### src/rtl/riscv_pkg.sv
// Shared pipeline types and constants for the hazard detection unit.
// Imported by the hazard interface, the wait counter and the top.
package riscv_pkg;

  typedef enum logic [0:0] {
    HZ_RUN       = 1'b0,
    HZ_LOAD_WAIT = 1'b1
  } hz_state_t;

  localparam int          REG_W    = 5;
  localparam logic [4:0]  REG_ZERO = 5'd0;
  localparam int          WAIT_W   = 4;
  localparam int          LAT_MAX  = 15;

  // True when a writer in EX produces a register that an enabled DE source reads.
  function automatic logic src_match(
    input logic [REG_W-1:0] rd,
    input logic [REG_W-1:0] rs,
    input logic             used
  );
    return used && (rd == rs);
  endfunction

endpackage

### src/rtl/hazard_detection_unit_if.sv
// DE/EX hazard information into the hazard unit and pipeline enables/clears out of it.
// Perf counter widths follow CNT_W; they only carry data when HAZARD_PERF_EN is defined.
interface hazard_detection_unit_if #(
  parameter int CNT_W = 32
);
  import riscv_pkg::*;

  logic [REG_W-1:0] rs1_de;
  logic [REG_W-1:0] rs2_de;
  logic             rs1_used_de;
  logic             rs2_used_de;
  logic [REG_W-1:0] rd_ex;
  logic             RUWr_ex;
  logic             DMRd_ex;
  logic             NextPCSrc_ex;
  logic             Stall_pc;
  logic             Stall_de;
  logic             Flush_de;
  logic             Flush_ex;
  logic [CNT_W-1:0] stall_cycles;
  logic [CNT_W-1:0] flush_events;

  // Datapath side: supplies decode/execute fields, consumes enables and clears.
  modport master (
    output rs1_de, rs2_de, rs1_used_de, rs2_used_de,
    output rd_ex, RUWr_ex, DMRd_ex, NextPCSrc_ex,
    input  Stall_pc, Stall_de, Flush_de, Flush_ex,
    input  stall_cycles, flush_events
  );

  modport slave (
    input  rs1_de, rs2_de, rs1_used_de, rs2_used_de,
    input  rd_ex, RUWr_ex, DMRd_ex, NextPCSrc_ex,
    output Stall_pc, Stall_de, Flush_de, Flush_ex,
    output stall_cycles, flush_events
  );

endinterface

### src/rtl/hazard_detection_unit_wait_counter.sv
// Loadable down-counter with zero flag that times the LOAD_WAIT extension of a load-use stall.
module hazard_wait_counter
  import riscv_pkg::*;
#(
  parameter int W = WAIT_W
) (
  input  logic         clk,
  input  logic         rst_n,
  input  logic         i_load,
  input  logic [W-1:0] i_load_val,
  input  logic         i_dec,
  output logic         o_zero
);

  logic [W-1:0] r_cnt;

  always_ff @(posedge clk or negedge rst_n) begin
    if (!rst_n) begin
      r_cnt <= '0;
    end else if (i_load) begin
      r_cnt <= i_load_val;
    end else if (i_dec && (r_cnt != '0)) begin
      r_cnt <= r_cnt - 1'b1;
    end
  end

  assign o_zero = (r_cnt == '0);

endmodule

### src/rtl/hazard_detection_unit.sv
// Load-use stall and branch flush controller for the 5-stage pipeline.
// Define HAZARD_PERF_EN to build the stall_cycles / flush_events performance counters.
module hazard_detection_unit
  import riscv_pkg::*;
#(
  parameter int LOAD_LAT = 1,
  parameter int CNT_W    = 32
) (
  input  logic                   clk,
  input  logic                   rst_n,
  hazard_detection_unit_if.slave hz
);

  generate
    if (LOAD_LAT < 0 || LOAD_LAT > LAT_MAX) begin : g_lat_check
      $error("hazard_detection_unit: LOAD_LAT must be within 0..15");
    end
  endgenerate

  localparam bit                HAS_WAIT      = (LOAD_LAT != 0);
  localparam logic [WAIT_W-1:0] WAIT_LOAD_VAL = HAS_WAIT ? WAIT_W'(LOAD_LAT - 1) : '0;

  hz_state_t r_state;
  hz_state_t w_state_next;
  logic      w_lu_hit;
  logic      w_stall;
  logic      w_flush_br;
  logic      w_cnt_load;
  logic      w_cnt_dec;
  logic      w_wait_zero;

  assign w_lu_hit = hz.DMRd_ex && hz.RUWr_ex && (hz.rd_ex != REG_ZERO) &&
                    (src_match(hz.rd_ex, hz.rs1_de, hz.rs1_used_de) ||
                     src_match(hz.rd_ex, hz.rs2_de, hz.rs2_used_de));

  always_ff @(posedge clk or negedge rst_n) begin
    if (!rst_n) begin
      r_state <= HZ_RUN;
    end else begin
      r_state <= w_state_next;
    end
  end

  always_comb begin
    w_state_next = r_state;
    case (r_state)
      HZ_RUN:       if (w_cnt_load)  w_state_next = HZ_LOAD_WAIT;
      HZ_LOAD_WAIT: if (w_wait_zero) w_state_next = HZ_RUN;
      default:      w_state_next = HZ_RUN;
    endcase
  end

  // A resolved branch squashes the DE instruction, so it overrides any load-use hit.
  always_comb begin
    w_stall    = 1'b0;
    w_flush_br = 1'b0;
    if (rst_n) begin
      case (r_state)
        HZ_RUN: begin
          if (hz.NextPCSrc_ex) begin
            w_flush_br = 1'b1;
          end else if (w_lu_hit) begin
            w_stall = 1'b1;
          end
        end
        HZ_LOAD_WAIT: w_stall = 1'b1;
        default: ;
      endcase
    end
  end

  assign hz.Stall_pc = w_stall;
  assign hz.Stall_de = w_stall;
  assign hz.Flush_de = w_flush_br;
  assign hz.Flush_ex = w_stall | w_flush_br;

  assign w_cnt_load = HAS_WAIT && w_stall && (r_state == HZ_RUN);
  assign w_cnt_dec  = (r_state == HZ_LOAD_WAIT);

  hazard_wait_counter #(
    .W (WAIT_W)
  ) u_wait_counter (
    .clk        (clk),
    .rst_n      (rst_n),
    .i_load     (w_cnt_load),
    .i_load_val (WAIT_LOAD_VAL),
    .i_dec      (w_cnt_dec),
    .o_zero     (w_wait_zero)
  );

`ifdef HAZARD_PERF_EN
  logic [CNT_W-1:0] r_stall_cycles;
  logic [CNT_W-1:0] r_flush_events;

  always_ff @(posedge clk or negedge rst_n) begin
    if (!rst_n) begin
      r_stall_cycles <= '0;
      r_flush_events <= '0;
    end else begin
      if (w_stall)    r_stall_cycles <= r_stall_cycles + 1'b1;
      if (w_flush_br) r_flush_events <= r_flush_events + 1'b1;
    end
  end

  assign hz.stall_cycles = r_stall_cycles;
  assign hz.flush_events = r_flush_events;
`else
  assign hz.stall_cycles = '0;
  assign hz.flush_events = '0;
`endif

endmodule
### src/flat_wrapper.sv
// flat-port wrapper written by rule: the top's interface ports become plain ports
module hazard_detection_unit_flat import riscv_pkg::*;
#(
  parameter int LOAD_LAT = 1,
  parameter int CNT_W    = 32
)
  (clk, rst_n, hz_rs1_de, hz_rs2_de, hz_rs1_used_de, hz_rs2_used_de, hz_rd_ex, hz_RUWr_ex, hz_DMRd_ex, hz_NextPCSrc_ex, hz_Stall_pc, hz_Stall_de, hz_Flush_de, hz_Flush_ex, hz_stall_cycles, hz_flush_events);
  hazard_detection_unit_if #(.CNT_W(CNT_W)) hz_i ();
  input  logic clk;
  input  logic rst_n;
  input wire logic [$bits(hz_i.rs1_de)-1:0] hz_rs1_de;
  input wire logic [$bits(hz_i.rs2_de)-1:0] hz_rs2_de;
  input wire logic [$bits(hz_i.rs1_used_de)-1:0] hz_rs1_used_de;
  input wire logic [$bits(hz_i.rs2_used_de)-1:0] hz_rs2_used_de;
  input wire logic [$bits(hz_i.rd_ex)-1:0] hz_rd_ex;
  input wire logic [$bits(hz_i.RUWr_ex)-1:0] hz_RUWr_ex;
  input wire logic [$bits(hz_i.DMRd_ex)-1:0] hz_DMRd_ex;
  input wire logic [$bits(hz_i.NextPCSrc_ex)-1:0] hz_NextPCSrc_ex;
  output wire logic [$bits(hz_i.Stall_pc)-1:0] hz_Stall_pc;
  output wire logic [$bits(hz_i.Stall_de)-1:0] hz_Stall_de;
  output wire logic [$bits(hz_i.Flush_de)-1:0] hz_Flush_de;
  output wire logic [$bits(hz_i.Flush_ex)-1:0] hz_Flush_ex;
  output wire logic [$bits(hz_i.stall_cycles)-1:0] hz_stall_cycles;
  output wire logic [$bits(hz_i.flush_events)-1:0] hz_flush_events;
  assign hz_i.rs1_de = hz_rs1_de;
  assign hz_i.rs2_de = hz_rs2_de;
  assign hz_i.rs1_used_de = hz_rs1_used_de;
  assign hz_i.rs2_used_de = hz_rs2_used_de;
  assign hz_i.rd_ex = hz_rd_ex;
  assign hz_i.RUWr_ex = hz_RUWr_ex;
  assign hz_i.DMRd_ex = hz_DMRd_ex;
  assign hz_i.NextPCSrc_ex = hz_NextPCSrc_ex;
  assign hz_Stall_pc = hz_i.Stall_pc;
  assign hz_Stall_de = hz_i.Stall_de;
  assign hz_Flush_de = hz_i.Flush_de;
  assign hz_Flush_ex = hz_i.Flush_ex;
  assign hz_stall_cycles = hz_i.stall_cycles;
  assign hz_flush_events = hz_i.flush_events;
  hazard_detection_unit #(.LOAD_LAT(LOAD_LAT), .CNT_W(CNT_W)) u_core (.clk(clk), .rst_n(rst_n), .hz(hz_i));
endmodule
### config.mk
export PLATFORM = sky130hd
export DESIGN_NAME = hazard_detection_unit_flat
export DESIGN_NICKNAME = d
export VERILOG_FILES = /design/src/rtl/riscv_pkg.sv /design/src/rtl/hazard_detection_unit_if.sv /design/src/rtl/hazard_detection_unit_wait_counter.sv /design/src/rtl/hazard_detection_unit.sv /design/src/flat_wrapper.sv
export SDC_FILE = /design/constraint.sdc
export NUM_CORES = 1
export LEC_CHECK = 0
export ABC_CLOCK_PERIOD_IN_PS = 2250
export CAP_MARGIN = 0
export CELL_PAD_IN_SITES_DETAIL_PLACEMENT = 0
export CELL_PAD_IN_SITES_GLOBAL_PLACEMENT = 1
export CORE_UTILIZATION = 44
export CTS_BUF_LIST = sky130_fd_sc_hd__clkbuf_4 sky130_fd_sc_hd__clkbuf_8 sky130_fd_sc_hd__clkbuf_16
export CTS_CLUSTER_SIZE = 30
export DETAILED_ROUTE_END_ITERATION = 12
export DONT_BUFFER_PORTS = 1
export PLACE_DENSITY = 0.92
export SYNTH_ARGS = -nofsm -noshare
export SYNTH_HDL_FRONTEND = slang
export SYNTH_HIERARCHICAL = 1
export SYNTH_SLANG_ARGS = --single-unit
### constraint.sdc
create_clock -name clk -period 2.25 [get_ports clk]
set_input_delay 0.225 -clock clk [delete_from_list [all_inputs] [get_ports clk]]
set_output_delay 0.225 -clock clk [all_outputs]
set_load 0.1 [all_outputs]
* Yosys cells after proc, flatten, opt, wreduce, memory -nomap -nowiden
Index checks and enable logic that the tools add are counted.
** Storage, ports and cells
- Flip-flop bits (word level) :: 5
- Output and inout port bits :: 68
** Operators by class
- Reductions and logical operators :: 12
- Add/subtract/negate cells :: 1
- Mux-type cells :: 12
- Bitwise operators :: 2
- Equal/unequal tests :: 2
** Operators by type and width (number)
- == test 5 bit :: 2
- 2-to-1 mux 1 bit :: 8
- 2-to-1 mux 4 bit :: 2
- logical AND 1 bit :: 7
- nonzero test 5 bit :: 1
- zero test 4 bit :: 1
- one-hot mux 1 bit (2 select lines) :: 2
- nonzero test 4 bit :: 1
- subtractor 4 x 1 -> 4 bit (second input constant) :: 1
- nonzero test 2 bit :: 1
- logical OR 1 bit :: 1
- inverter 1 bit :: 1
- bitwise OR 1 bit :: 1

* Depth between registers and ports, before layout
Gate-level depths: netlist (run 1).
- Depth in word-level cells :: 11
- Depth in mapped cells :: 7
- Depth with buffers taken out :: 6

* Modules after synthesis
The synthesis (run 1) kept the hierarchy.
** By module, submodules not included
- hazard_detection_unit :: area each 721.9 um^2, sequential area each 25.0 um^2, cells each 92, times used 1
- hazard_wait_counter :: area each 270.3 um^2, sequential area each 100.1 um^2, cells each 27, times used 1

* Worst setup path before layout (run 1)
Ideal clock, no wire load.
- Kind :: in2out
- Start point :: input hz_rd_ex[3]
- End point :: output hz_Stall_pc
- Required time :: 2025 ps
- Buffers on the path :: 1
- Slack :: -708 ps
- Arrival :: 2733 ps
- Stages :: 5
- Cell sequence :: xor2_1 -> nor4_2 -> a32oi_1 -> o21ai_1 -> buf_4
** On the way
- Longest elaborated chain between the ends :: 8
** Ends and longest elaborated chain
- from (decl) :: RTL line flat_wrapper.sv:15 : input wire logic [$bits(hz_i.rd_ex)-1:0] hz_rd_ex;
- == test 5 bit :: RTL line riscv_pkg.sv:21 : return used && (rd == rs);
- logical AND 1 bit :: RTL line riscv_pkg.sv:21
- logical OR 1 bit :: RTL line hazard_detection_unit.sv:33 : (src_match(hz.rd_ex, hz.rs1_de, hz.rs1_used_de) ||
- logical AND 1 bit * :: RTL line hazard_detection_unit.sv:32 : assign w_lu_hit = hz.DMRd_ex && hz.RUWr_ex && (hz.rd_ex != REG_ZERO) &&
- 2-to-1 mux 1 bit * :: RTL line hazard_detection_unit.sv:62 : end else if (w_lu_hit) begin
- 2-to-1 mux 1 bit * :: RTL line hazard_detection_unit.sv:60 : if (hz.NextPCSrc_ex) begin
- one-hot mux 1 bit (2 select lines) * :: RTL line hazard_detection_unit.sv:58 : case (r_state)
- 2-to-1 mux 1 bit * :: RTL line hazard_detection_unit.sv:57 : if (rst_n) begin
- to (decl) :: RTL line flat_wrapper.sv:19 : output wire logic [$bits(hz_i.Stall_pc)-1:0] hz_Stall_pc;
Every way passes the cells marked *; elsewhere a longest branch is shown, timed or not.

* Worst setup path after layout (run 1)
Same ends and word-level chain as after synthesis.

==> summary.txt, run 1 <==
status - finished clean
CTS Buf Count - 3
largest net degree at the start of global routing - 11
Global Route Usage Sum - 0.102
Sink Count - 5
Starting Density - 0.486
crit start category - primary input
DR WL/cell - 8.17 um
die height - 49.5 um
final non-filler cell total - 158
Resized Gates After CTS - 0
worst-case hold path end point - u_core/r_state$_DFF_PN0_
Worst Reg-to-Reg Cells - 4
Hold Path Origin - hz_DMRd_ex
Clk network pwr share - 0.126
Routed WL - 1290 um
die area - 0.00245 mm^2
layout filler cell count - 215
Post-DP HPWL - 1140 um
Clock transition at path regs - 0.04 ns
main combinational cell family by area after synthesis - buffers and inverters
Async S/R FF share, synth - 1.00
syn avg cell area - 8.34 um^2
FF/Latch Area - 125 um^2
postcts setup bufs - 0
NumNets Final - 155
critical path class - primary input to output port
post-synthesis xor/xnor area fraction - 0.0883
Power Dens Cells - 1030 mW/mm^2
Gate Count Post-Synth - 119
Synth Area in Simple Gates - 0.149
Max H-tree Level - 1
hold path cells - 3
Req. time, crit path - 2.03 ns
Synth Area in Adders - 0.0126
worst reg-to-reg setup slack - 0.76 ns
Congestion Overflow GR - 0
Worst Skew - 0.000129 ns
vias in the first global route - 495
Finished Core Util - 0.436
sw frac - 0.685
Worst Path Max Fanout - 3
Synth cell types - 33
Ys Warns - 6
Yosys top cell area share - 0.492
Rows - 16
Arr. time, crit path - 1.42 ns
Detailed Routing Iterations Pass 1 - 4
sequential fraction of the synthesis area - 0.126
Die W - 49.5 um
P_sw - 0.000629 W
mux contribution to synthesized area - 0
fin. max-slew vios - 0
reg2reg start - u_core/r_state$_DFF_PN0_
Antenna Cells - 0
Max Clk Rate - 609 MHz
core box area - 0.00204 mm^2
synth top area cells - buf_4 (49%), dfrtp_1 (13%), xor2_1 (7.1%)
drt via density - 3.89
Hold Path Class - primary input to flop
number of synthesized register bits - 5
Compound-Gate Fraction of Synth Area - 0.106
most frequent cell after synthesis - buf_4
CTS tree - yes
EDFF count, synth - 0
fin crit period - 1.64 ns
Post-synth top cells - buf_4 (65), xor2_1 (8), dfrtp_1 (5)
Setup-failing EPs final - 0
Post-Place Cells - 153
Vias - 614
post-route ant nets - 0
area leader, netlist - buf_4
P_leak - 0.461 nW
gpl congestion - 0.746
worst hold margin - 0.268 ns
Reg-to-Reg End - u_core/u_wait_counter/r_cnt[3]$_DFFE_PN0P_
Comb pwr share - 0.701
Seq pwr share - 0.172
first-pass GRT wire length - 1910 um
initial DRC count - 10
Hold Fails Final Rpt - 0
RSZ-0062 raised after global routing - false
most used flip-flop cell after synthesis - dfrtp_1
worst vdd ir - 0.566 mV
port buffer count - 0
DRC - 0
later-pin clock latency in the skew report - 0.24 ns
Synth-to-Final Area Change - -10.2%
ratio of cells with drive above 1 in the final layout - 0.145
Multi-input gate area - 623 um^2
clk root buf - clkbuf_4
Max Cap Viol - 0
post-synthesis cell area - 992 um^2
P_int - 0.000290 W
initial antenna violation count - 0
I/O pin cnt - 90
fin crit share - 0.729
CP endpoint kind - output port
CTS max path bufs - 2
## flip-flops by register name, summed over array words and instances, names as in the netlist
name / cells
u_core/u_wait_counter/r_cnt: 4
u_core/r_state: 1
## what timing repair did
item	4_1_cts	5_1_grt
endpoints found under the setup margin	0	0
hold buffers	1	0
endpoints found under the hold margin	5	0
## worst max-delay path, cell delays in order
cell     delay, ns
xor2_1        0.15
nor4_2        0.28
a32oi_1       0.16
buf_4         0.18
o21ai_4       0.16
buf_12        0.26
## layout by cell type, fill, tap and decap left out, types with 2 or more instances in the layout
cell type / count
conb_1: 68
xor2_1: 8
buf_4: 5
dfrtp_1: 5
clkbuf_4: 4
nand2_1: 4
o21ai_0: 3
nor3_1: 3
inv_1: 3
xnor2_1: 2
## area by class of cell
type | instances | area share
multi-input cells | 112 | 0.699
inverters | 3 | 0.0126
well taps | 27 | 0.0379
flip-flops and latches | 5 | 0.140
clock buffers | 4 | 0.0337
repair buffers | 7 | 0.0758
## per-layer routing
metal,global-route usage,share of wire,wire length [um]
met5,0,0,0
met4,0.0619,0.019,24
met3,0.0185,0.15,195
met2,0.203,0.52,670
met1,0.0935,0.31,401
## power by group through the flow
| stage | registers, W | clock network [W] | logic [W] |
|---|---|---|---|
| CTS | 0.000159 | 0.000120 | 0.000643 |
| global placement | 0.000157 | 0 | 0.000631 |
| global route | 0.000165 | 0.000127 | 0.000677 |
| floorplan | 0.000151 | 0 | 0.000697 |
| finish | 0.000159 | 0.000116 | 0.000644 |
| detailed placement | 0.000160 | 0 | 0.000639 |
## cell families after synthesis
| group | after synthesis |
|---|---|
| other | 1 |
| DFF | 5 |
| and+or+nand+nor | 20 |
| xor gates and xnor gates | 10 |
| buffers and inverters | 69 |
| adders and majority gates | 1 |
| AOI/OAI and AO/OA | 13 |
## per-stage QoR
step | cell area (um^2) | setup TNS, ns | total power (W) | worst slack [ns]
after floorplan | 1250 | -0.157 | 0.000849 | -0.157
after global placement | 851 | 0 | 0.000788 | 0.505
after detailed placement | 851 | 0 | 0.000798 | 0.483
after CTS | 891 | 0 | 0.000921 | 0.613
after global routing | 891 | 0 | 0.000969 | 0.524
final | 891 | 0 | 0.000919 | 0.609
## worst max path at each step
stage / startpoint / endpoint / slack [ns] / depth (start not counted)
after floorplan: hz_rd_ex[3] / hz_Stall_pc / -0.16 / 5
after global placement: hz_rd_ex[3] / u_core/u_wait_counter/r_cnt[1]$_DFFE_PN0P_ / 0.51 / 5
after detailed placement: hz_rd_ex[3] / u_core/u_wait_counter/r_cnt[3]$_DFFE_PN0P_ / 0.48 / 7
after CTS: hz_rd_ex[3] / hz_Flush_ex / 0.61 / 5
after global routing: hz_rd_ex[3] / hz_Flush_ex / 0.52 / 6
final: hz_rd_ex[3] / hz_Stall_pc / 0.61 / 6
Power figures use the tool's default switching activity.
==> run 2, diff against run 1 <==
--- a/config.mk
+++ b/config.mk
@@ -5,16 +5,16 @@
 export SDC_FILE = /design/constraint.sdc
 export NUM_CORES = 1
 export LEC_CHECK = 0
-export ABC_CLOCK_PERIOD_IN_PS = 2250
+export ABC_CLOCK_PERIOD_IN_PS = 1400
 export CAP_MARGIN = 0
 export CELL_PAD_IN_SITES_DETAIL_PLACEMENT = 0
 export CELL_PAD_IN_SITES_GLOBAL_PLACEMENT = 1
-export CORE_UTILIZATION = 44
+export CORE_UTILIZATION = 37
 export CTS_BUF_LIST = sky130_fd_sc_hd__clkbuf_4 sky130_fd_sc_hd__clkbuf_8 sky130_fd_sc_hd__clkbuf_16
 export CTS_CLUSTER_SIZE = 30
 export DETAILED_ROUTE_END_ITERATION = 12
 export DONT_BUFFER_PORTS = 1
-export PLACE_DENSITY = 0.92
+export PLACE_DENSITY = 0.84
 export SYNTH_ARGS = -nofsm -noshare
 export SYNTH_HDL_FRONTEND = slang
 export SYNTH_HIERARCHICAL = 1
==> constraint.sdc (replaced) <==
create_clock -name clk -period 1.4 [get_ports clk]
set_input_delay 0.14 -clock clk [delete_from_list [all_inputs] [get_ports clk]]
set_output_delay 0.14 -clock clk [all_outputs]
set_load 0.1 [all_outputs]
==> run 2 against run 1 <==
  * The flow now finishes with violations (negative setup slack)
  * Cell count rose by 7.0%
  * Non-clock buffer count rose by 8
  * Combinational power rose by 85%
  * Critical path depth did not move
  * Utilization fell by 1.8 points
  * Via count rose by 4.1%
  * Hold slack got worse by 0.077 ns
  * Clock power rose by 65%
  * Routed wire length rose by 16%
  * Global-route usage fell by 0.85 points
  * Critical endpoint is now hz_Stall_de
  * Largest power group unchanged
  * Highest routed layer unchanged
==> summary.txt, run 2 (synthesis results as in run 1) <==
status - finished, violations left (was finished clean)
failing checks - negative setup slack
P_leak - 0.518 nW (was 0.461 nW)
Congestion Overflow GR - 0 (unchanged)
most common cell after layout, fill and taps aside - conb_1 (unchanged)
Clock transition at path regs - 0.05 ns (was 0.04 ns)
Slowest Stage Delay on Critical Path - 0.30 ns (was 0.28 ns)
DRC - 0 (unchanged)
clk root buf - clkbuf_4 (unchanged)
die height - 53.8 um (was 49.5 um)
layout filler cell count - 257 (was 215)
Vias - 639 (was 614)
worst path cell trace - xor2_4 -> nor4_2 -> a32oi_2 -> buf_4 -> o21ai_4 -> buf_12 (was xor2_1 -> nor4_2 -> a32oi_1 -> buf_4 -> o21ai_4 -> buf_12)
Req. time, crit path - 1.26 ns (was 2.03 ns)
worst hold margin - 0.192 ns (was 0.268 ns)
Hold Path Class - primary input to asynchronous set/reset pin (was primary input to flop)
Max H-tree Level - 1 (unchanged)
Setup-failing EPs final - 4 (was 0)
Starting Density - 0.397 (was 0.486)
Multi-input gate area - 686 um^2 (was 623 um^2)
core box area - 0.00250 mm^2 (was 0.00204 mm^2)
post-route ant nets - 0 (unchanged)
PnR worst setup slack - -0.119 ns (was 0.609 ns)
critical path class - primary input to output port (unchanged)
Synth-to-Final Area Change - 5.42% (was -10.2%)
fin. max-slew vios - 0 (unchanged)
Die W - 53.8 um (was 49.5 um)
DR WL/cell - 8.85 um (was 8.17 um)
CP max stage cell - nor4_2 (unchanged)
most frequent cells in the layout - conb_1 (68), buf_4 (10), xor2_1 (7) (was conb_1 (68), xor2_1 (8), buf_4 (5), dfrtp_1 (5))
fin crit share - 1.09
port buffer count - 0 (unchanged)
die area - 0.00289 mm^2 (was 0.00245 mm^2)
reg2reg start - u_core/u_wait_counter/r_cnt[1]$_DFFE_PN0P_ (was u_core/r_state$_DFF_PN0_)
Worst Reg-to-Reg Cells - 4 (unchanged)
largest net degree at the start of global routing - 8 (was 11)
Routed WL - 1500 um (was 1290 um)
Reg-to-Reg End - u_core/u_wait_counter/r_cnt[1]$_DFFE_PN0P_ (was u_core/u_wait_counter/r_cnt[3]$_DFFE_PN0P_)
CTS max path bufs - 2 (unchanged)
Sink Count - 5 (unchanged)
NumNets Final - 163 (was 155)
Antenna Cells - 0 (unchanged)
ratio of cells with drive above 1 in the final layout - 0.237 (was 0.145)
largest registers - u_core/u_wait_counter/r_cnt: 4 flops, u_core/r_state: 1 flops (unchanged)
initial antenna violation count - 0 (unchanged)
first-pass GRT wire length - 1890 um (was 1910 um)
Max Clk Rate - 658 MHz
Post-DP HPWL - 1280 um (was 1140 um)
CTS Buf Count - 3 (unchanged)
Rows - 18 (was 16)
max reg flops - 4 (unchanged)
post-route cell area - 0.00105 mm^2 (was 891 um^2)
worst reg-to-reg setup slack - 0.01 ns (was 0.76 ns)
WP buf/inv - 2 (unchanged)
CP endpoint kind - output port (unchanged)
I/O pin cnt - 90 (unchanged)
CTS tree - yes (unchanged)
gpl congestion - 0.770 (was 0.746)
Worst Path Max Fanout - 3 (unchanged)
crit start category - primary input (unchanged)
initial DRC count - 3 (was 10)
vias in the first global route - 500 (was 495)
later-pin clock latency in the skew report - 0.25 ns (was 0.24 ns)
Max Cap Viol - 0 (unchanged)
Arr. time, crit path - 1.38 ns (was 1.42 ns)
FF/Latch Area - 125 um^2 (unchanged)
Hold Fails Final Rpt - 0 (unchanged)
Worst Skew - 0.00567 ns (was 0.000129 ns)
Reg with most FFs - u_core/u_wait_counter/r_cnt (unchanged)
drt via density - 3.78 (was 3.89)
worst vdd ir - 0.823 mV (was 0.566 mV)
placed instance area - 938 um^2 (was 851 um^2)
cell family with most CP delay - buffers and inverters (unchanged)
Global Route Usage Sum - 0.0935 (was 0.102)
RSZ-0062 raised after global routing - true (was false)
Power Dens Cells - 1550 mW/mm^2 (was 1030 mW/mm^2)
Detailed Routing Iterations Pass 1 - 2 (was 4)
fin crit period - 1.52 ns
[run 2: metrics by stage]
| step | setup slack (ns) | cells | power, W | util | TNS (ns) |
|---|---|---|---|---|---|
| after floorplan | -0.434 | 186 | 0.00138 | - | -1.75 |
| after global placement | -0.269 | 160 | 0.00134 | 0.375 | -1.12 |
| after detailed placement | -0.339 | 160 | 0.00136 | 0.375 | -1.41 |
| after CTS | -0.0966 | 166 | 0.00157 | 0.402 | -0.424 |
| after global routing | -0.146 | 169 | 0.00170 | 0.418 | -0.539 |
| final | -0.119 | 169 | 0.00162 | 0.418 | -0.373 |
[run 2: cell type report]
type,count,area share
inverter,3,0.0108
clock buffer,4,0.0287
multi-input combinational,112,0.656
sequential,5,0.120
timing repair buffer,15,0.150
tap,30,0.0359
[run 2: worst max path at each step]
stage	startpoint	to	slack (ns)	cells after the start
after CTS	hz_rs1_de[1]	hz_Stall_de	-0.1	6
after detailed placement	hz_rd_ex[3]	u_core/u_wait_counter/r_cnt[3]$_DFFE_PN0P_	-0.34	6
after floorplan	hz_rd_ex[1]	u_core/u_wait_counter/r_cnt[1]$_DFFE_PN0P_	-0.43	6
after global placement	hz_rd_ex[1]	u_core/u_wait_counter/r_cnt[1]$_DFFE_PN0P_	-0.27	5
after global routing	hz_rs1_de[1]	hz_Stall_pc	-0.15	6
final	hz_rs1_de[1]	hz_Stall_de	-0.12	6
[run 2: power breakdown]
group	switching [W]	leakage, nW	internal [W]
Clock	0.0000636	0.0184	0.000127
Sequential	0.0000493	0.0660	0.000196
Combinational	0.000944	0.434	0.000243
[run 2: what timing repair did]
item	CTS	global route
endpoints found under the setup margin	6	8
pin swaps	2	2
gates resized for setup	2	5
buffers inserted	1	3
hold endpoints to repair	5	0
hold buffers	1	0
[run 2: worst reg2reg max path, cell delays in order, from the launching register on]
cell and delay, ns:
dfrtp_1 0.39, inv_1 0.07, ha_2 0.26, or4_4 0.53, o211ai_2 0.08
[run 2: metal layers]
layer	global-route usage	up-vias	routed length (um)
met1	0.0706	284	481
met4	0.0614	0	16
li1	-	304	-
met5	0	-	0
met2	0.189	49	787
met3	0.0339	2	211
==> run 3, diff against run 2 <==
--- a/config.mk
+++ b/config.mk
@@ -5,10 +5,11 @@
 export SDC_FILE = /design/constraint.sdc
 export NUM_CORES = 1
 export LEC_CHECK = 0
-export ABC_CLOCK_PERIOD_IN_PS = 1400
+export ABC_CLOCK_PERIOD_IN_PS = 1250
 export CAP_MARGIN = 0
 export CELL_PAD_IN_SITES_DETAIL_PLACEMENT = 0
 export CELL_PAD_IN_SITES_GLOBAL_PLACEMENT = 1
+export CORE_MARGIN = 1
 export CORE_UTILIZATION = 37
 export CTS_BUF_LIST = sky130_fd_sc_hd__clkbuf_4 sky130_fd_sc_hd__clkbuf_8 sky130_fd_sc_hd__clkbuf_16
 export CTS_CLUSTER_SIZE = 30
==> constraint.sdc (replaced) <==
create_clock -name clk -period 1.25 [get_ports clk]
set_input_delay 0.125 -clock clk [delete_from_list [all_inputs] [get_ports clk]]
set_output_delay 0.125 -clock clk [all_outputs]
set_load 0.1 [all_outputs]
==> run 3 against run 2 <==
  * The run still ends with negative setup slack left
  * Combinational power grew 13%
  * Power is 13% higher
  * Cell count up 3.0%
==> summary.txt, run 3 (synthesis results as in run 1) <==
Clock transition at path regs - 0.05 ns (about the same)
Req. time, crit path - 1.12 ns (was 1.26 ns)
die area - 0.00289 mm^2 (unchanged)
Power Dens Cells - 1650 mW/mm^2 (was 1550 mW/mm^2)
Max Clk Rate - 685 MHz
largest registers - u_core/u_wait_counter/r_cnt: 4 flops, u_core/r_state: 1 flops (unchanged)
Rows - 18 (unchanged)
status - finished, violations left (unchanged)
Finished Core Util - 0.447 (was 0.418)
PnR worst setup slack - -0.211 ns (was -0.119 ns)
fin crit share - 1.17
worst vdd ir - 0.869 mV (was 0.823 mV)
Routed WL - 1630 um (was 1500 um)
fin crit period - 1.46 ns
CP endpoint kind - output port (unchanged)
DRC - 0 (unchanged)
ratio of cells with drive above 1 in the final layout - 0.285 (was 0.237)
Reg with most FFs - u_core/u_wait_counter/r_cnt (unchanged)
crit start category - primary input (unchanged)
Slowest Stage Delay on Critical Path - 0.53 ns (was 0.30 ns)
Setup-failing EPs final - 8 (was 4)
gpl congestion - 0.754 (was 0.770)
Arr. time, crit path - 1.34 ns (was 1.38 ns)
CTS tree - yes (unchanged)
Worst Skew - 0.00546 ns (was 0.00567 ns)
Congestion Overflow GR - 0 (unchanged)
post-route ant nets - 0 (unchanged)
initial antenna violation count - 0 (unchanged)
FF/Latch Area - 125 um^2 (unchanged)
Die W - 53.8 um (unchanged)
NumNets Final - 168 (was 163)
Post-DP HPWL - 1280 um (about the same)
clk root buf - clkbuf_4 (unchanged)
vias in the first global route - 557 (was 500)
CTS Buf Count - 3 (unchanged)
Worst Path Max Fanout - 3 (unchanged)
Reg-to-Reg End - u_core/u_wait_counter/r_cnt[3]$_DFFE_PN0P_ (was u_core/u_wait_counter/r_cnt[1]$_DFFE_PN0P_)
core box area - 0.00250 mm^2 (unchanged)
Max H-tree Level - 1 (unchanged)
Max Cap Viol - 0 (unchanged)
failing checks - negative setup slack (unchanged)
Sink Count - 5 (unchanged)
Worst Reg-to-Reg Cells - 4 (unchanged)
Hold Fails Final Rpt - 0 (unchanged)
met1 usage - 0.0944 (was 0.0706)
most frequent cells in the layout - conb_1 (68), buf_4 (12), xor2_1 (7) (was conb_1 (68), buf_4 (10), xor2_1 (7))
largest net degree at the start of global routing - 8 (unchanged)
P_leak - 0.554 nW (was 0.518 nW)
drt via density - 3.91 (was 3.78)
first-pass GRT wire length - 2080 um (was 1890 um)
Synth-to-Final Area Change - 12.7% (was 5.42%)
met3 GRT Util - 0.0226 (was 0.0339)
max reg flops - 4 (unchanged)
worst reg-to-reg setup slack - -0.11 ns (was 0.01 ns)
port buffer count - 0 (unchanged)
critical path class - primary input to output port (unchanged)
met2 GRT Util - 0.206 (was 0.189)
Vias - 681 (was 639)
die height - 53.8 um (unchanged)
CTS max path bufs - 2 (unchanged)
initial DRC count - 1 (was 3)
later-pin clock latency in the skew report - 0.24 ns (was 0.25 ns)
most common cell after layout, fill and taps aside - conb_1 (unchanged)
layout filler cell count - 258 (was 257)
DR WL/cell - 9.36 um (was 8.85 um)
I/O pin cnt - 90 (unchanged)
Antenna Cells - 0 (unchanged)
Detailed Routing Iterations Pass 1 - 2 (unchanged)
Hold Path Class - primary input to asynchronous set/reset pin (unchanged)
worst path cell trace - or4_4 -> o2111ai_4 -> buf_6 -> o21ai_4 -> buf_12 (was xor2_4 -> nor4_2 -> a32oi_2 -> buf_4 -> o21ai_4 -> buf_12)
Global Route Usage Sum - 0.103 (was 0.0935)
Place WS - -0.448 ns (was -0.339 ns)
RSZ-0062 raised after global routing - true (unchanged)
CP max stage cell - or4_4 (was nor4_2)
busiest grt layer - met2 (unchanged)
reg2reg start - u_core/r_state$_DFF_PN0_ (was u_core/u_wait_counter/r_cnt[1]$_DFFE_PN0P_)
Starting Density - 0.397 (unchanged)
Multi-input gate area - 709 um^2 (was 686 um^2)
fin. max-slew vios - 0 (unchanged)
-- run 3: worst max-delay path by stage --
stage                            start                                          to  slack (ns)  cells past startpoint
after floorplan            hz_rd_ex[1]  u_core/u_wait_counter/r_cnt[1]$_DFFE_PN0P_       -0.57                      6
final                      hz_rd_ex[3]                                 hz_Stall_de       -0.21                      5
after detailed placement   hz_rd_ex[1]  u_core/u_wait_counter/r_cnt[1]$_DFFE_PN0P_       -0.45                      5
after global routing      hz_rs1_de[1]  u_core/u_wait_counter/r_cnt[3]$_DFFE_PN0P_       -0.27                      7
after global placement     hz_rd_ex[1]  u_core/u_wait_counter/r_cnt[1]$_DFFE_PN0P_       -0.40                      5
after CTS                  hz_rd_ex[3]                                 hz_Stall_de       -0.20                      5
-- run 3: critical path: cells and delay by family --
| kind | cells | cell delay (ns) |
|---|---|---|
| AO/OA/AOI/OAI | 2 | 0.31 |
| buffers and inverters | 2 | 0.36 |
| AND/OR/NAND/NOR | 1 | 0.53 |
-- run 3: cell type report --
| cell class | count | share of cell area |
|---|---|---|
| Inverter | 3 | 0.0101 |
| Clock buffer | 4 | 0.0268 |
| Timing Repair Buffer | 20 | 0.183 |
| Multi-Input combinational cell | 112 | 0.634 |
| Tap cell | 30 | 0.0336 |
| Sequential cell | 5 | 0.112 |
-- run 3: power breakdown --
group          switching [W]  total (W)  internal [W]
sequential         0.0000631   0.000283      0.000220
combinational        0.00107    0.00135      0.000281
clock              0.0000652   0.000207      0.000142
total                0.00120    0.00184      0.000643
-- run 3: layer usage --
metal | wire length, um | up-vias
met2 | 903 | 54
met3 | 194 | 0
li1 | - | 310
met1 | 529 | 317
met5 | 0 | -
met4 | 0 | 0
-- run 3: through the flow --
stage                     cells  total power (W)  hold slack (ns)  TNS (ns)  cell area [um^2]
after global routing        174          0.00194            0.190     -1.75              1120
after floorplan             186          0.00154           -0.171     -2.66              1290
after CTS                   171          0.00178            0.188     -1.22              1050
after global placement      163          0.00153           -0.170     -1.93               961
after detailed placement    163          0.00154           -0.170     -2.16               961
final                       174          0.00184            0.184     -1.36              1120
-- run 3: timing repair --
item                                   4_1_cts  5_1_grt
setup endpoints to repair                    8        9
endpoints found under the hold margin        5        0
pin swaps                                    5        7
hold buffers                                 1        0
setup buffers                                3        3
gates resized for setup                      6        9
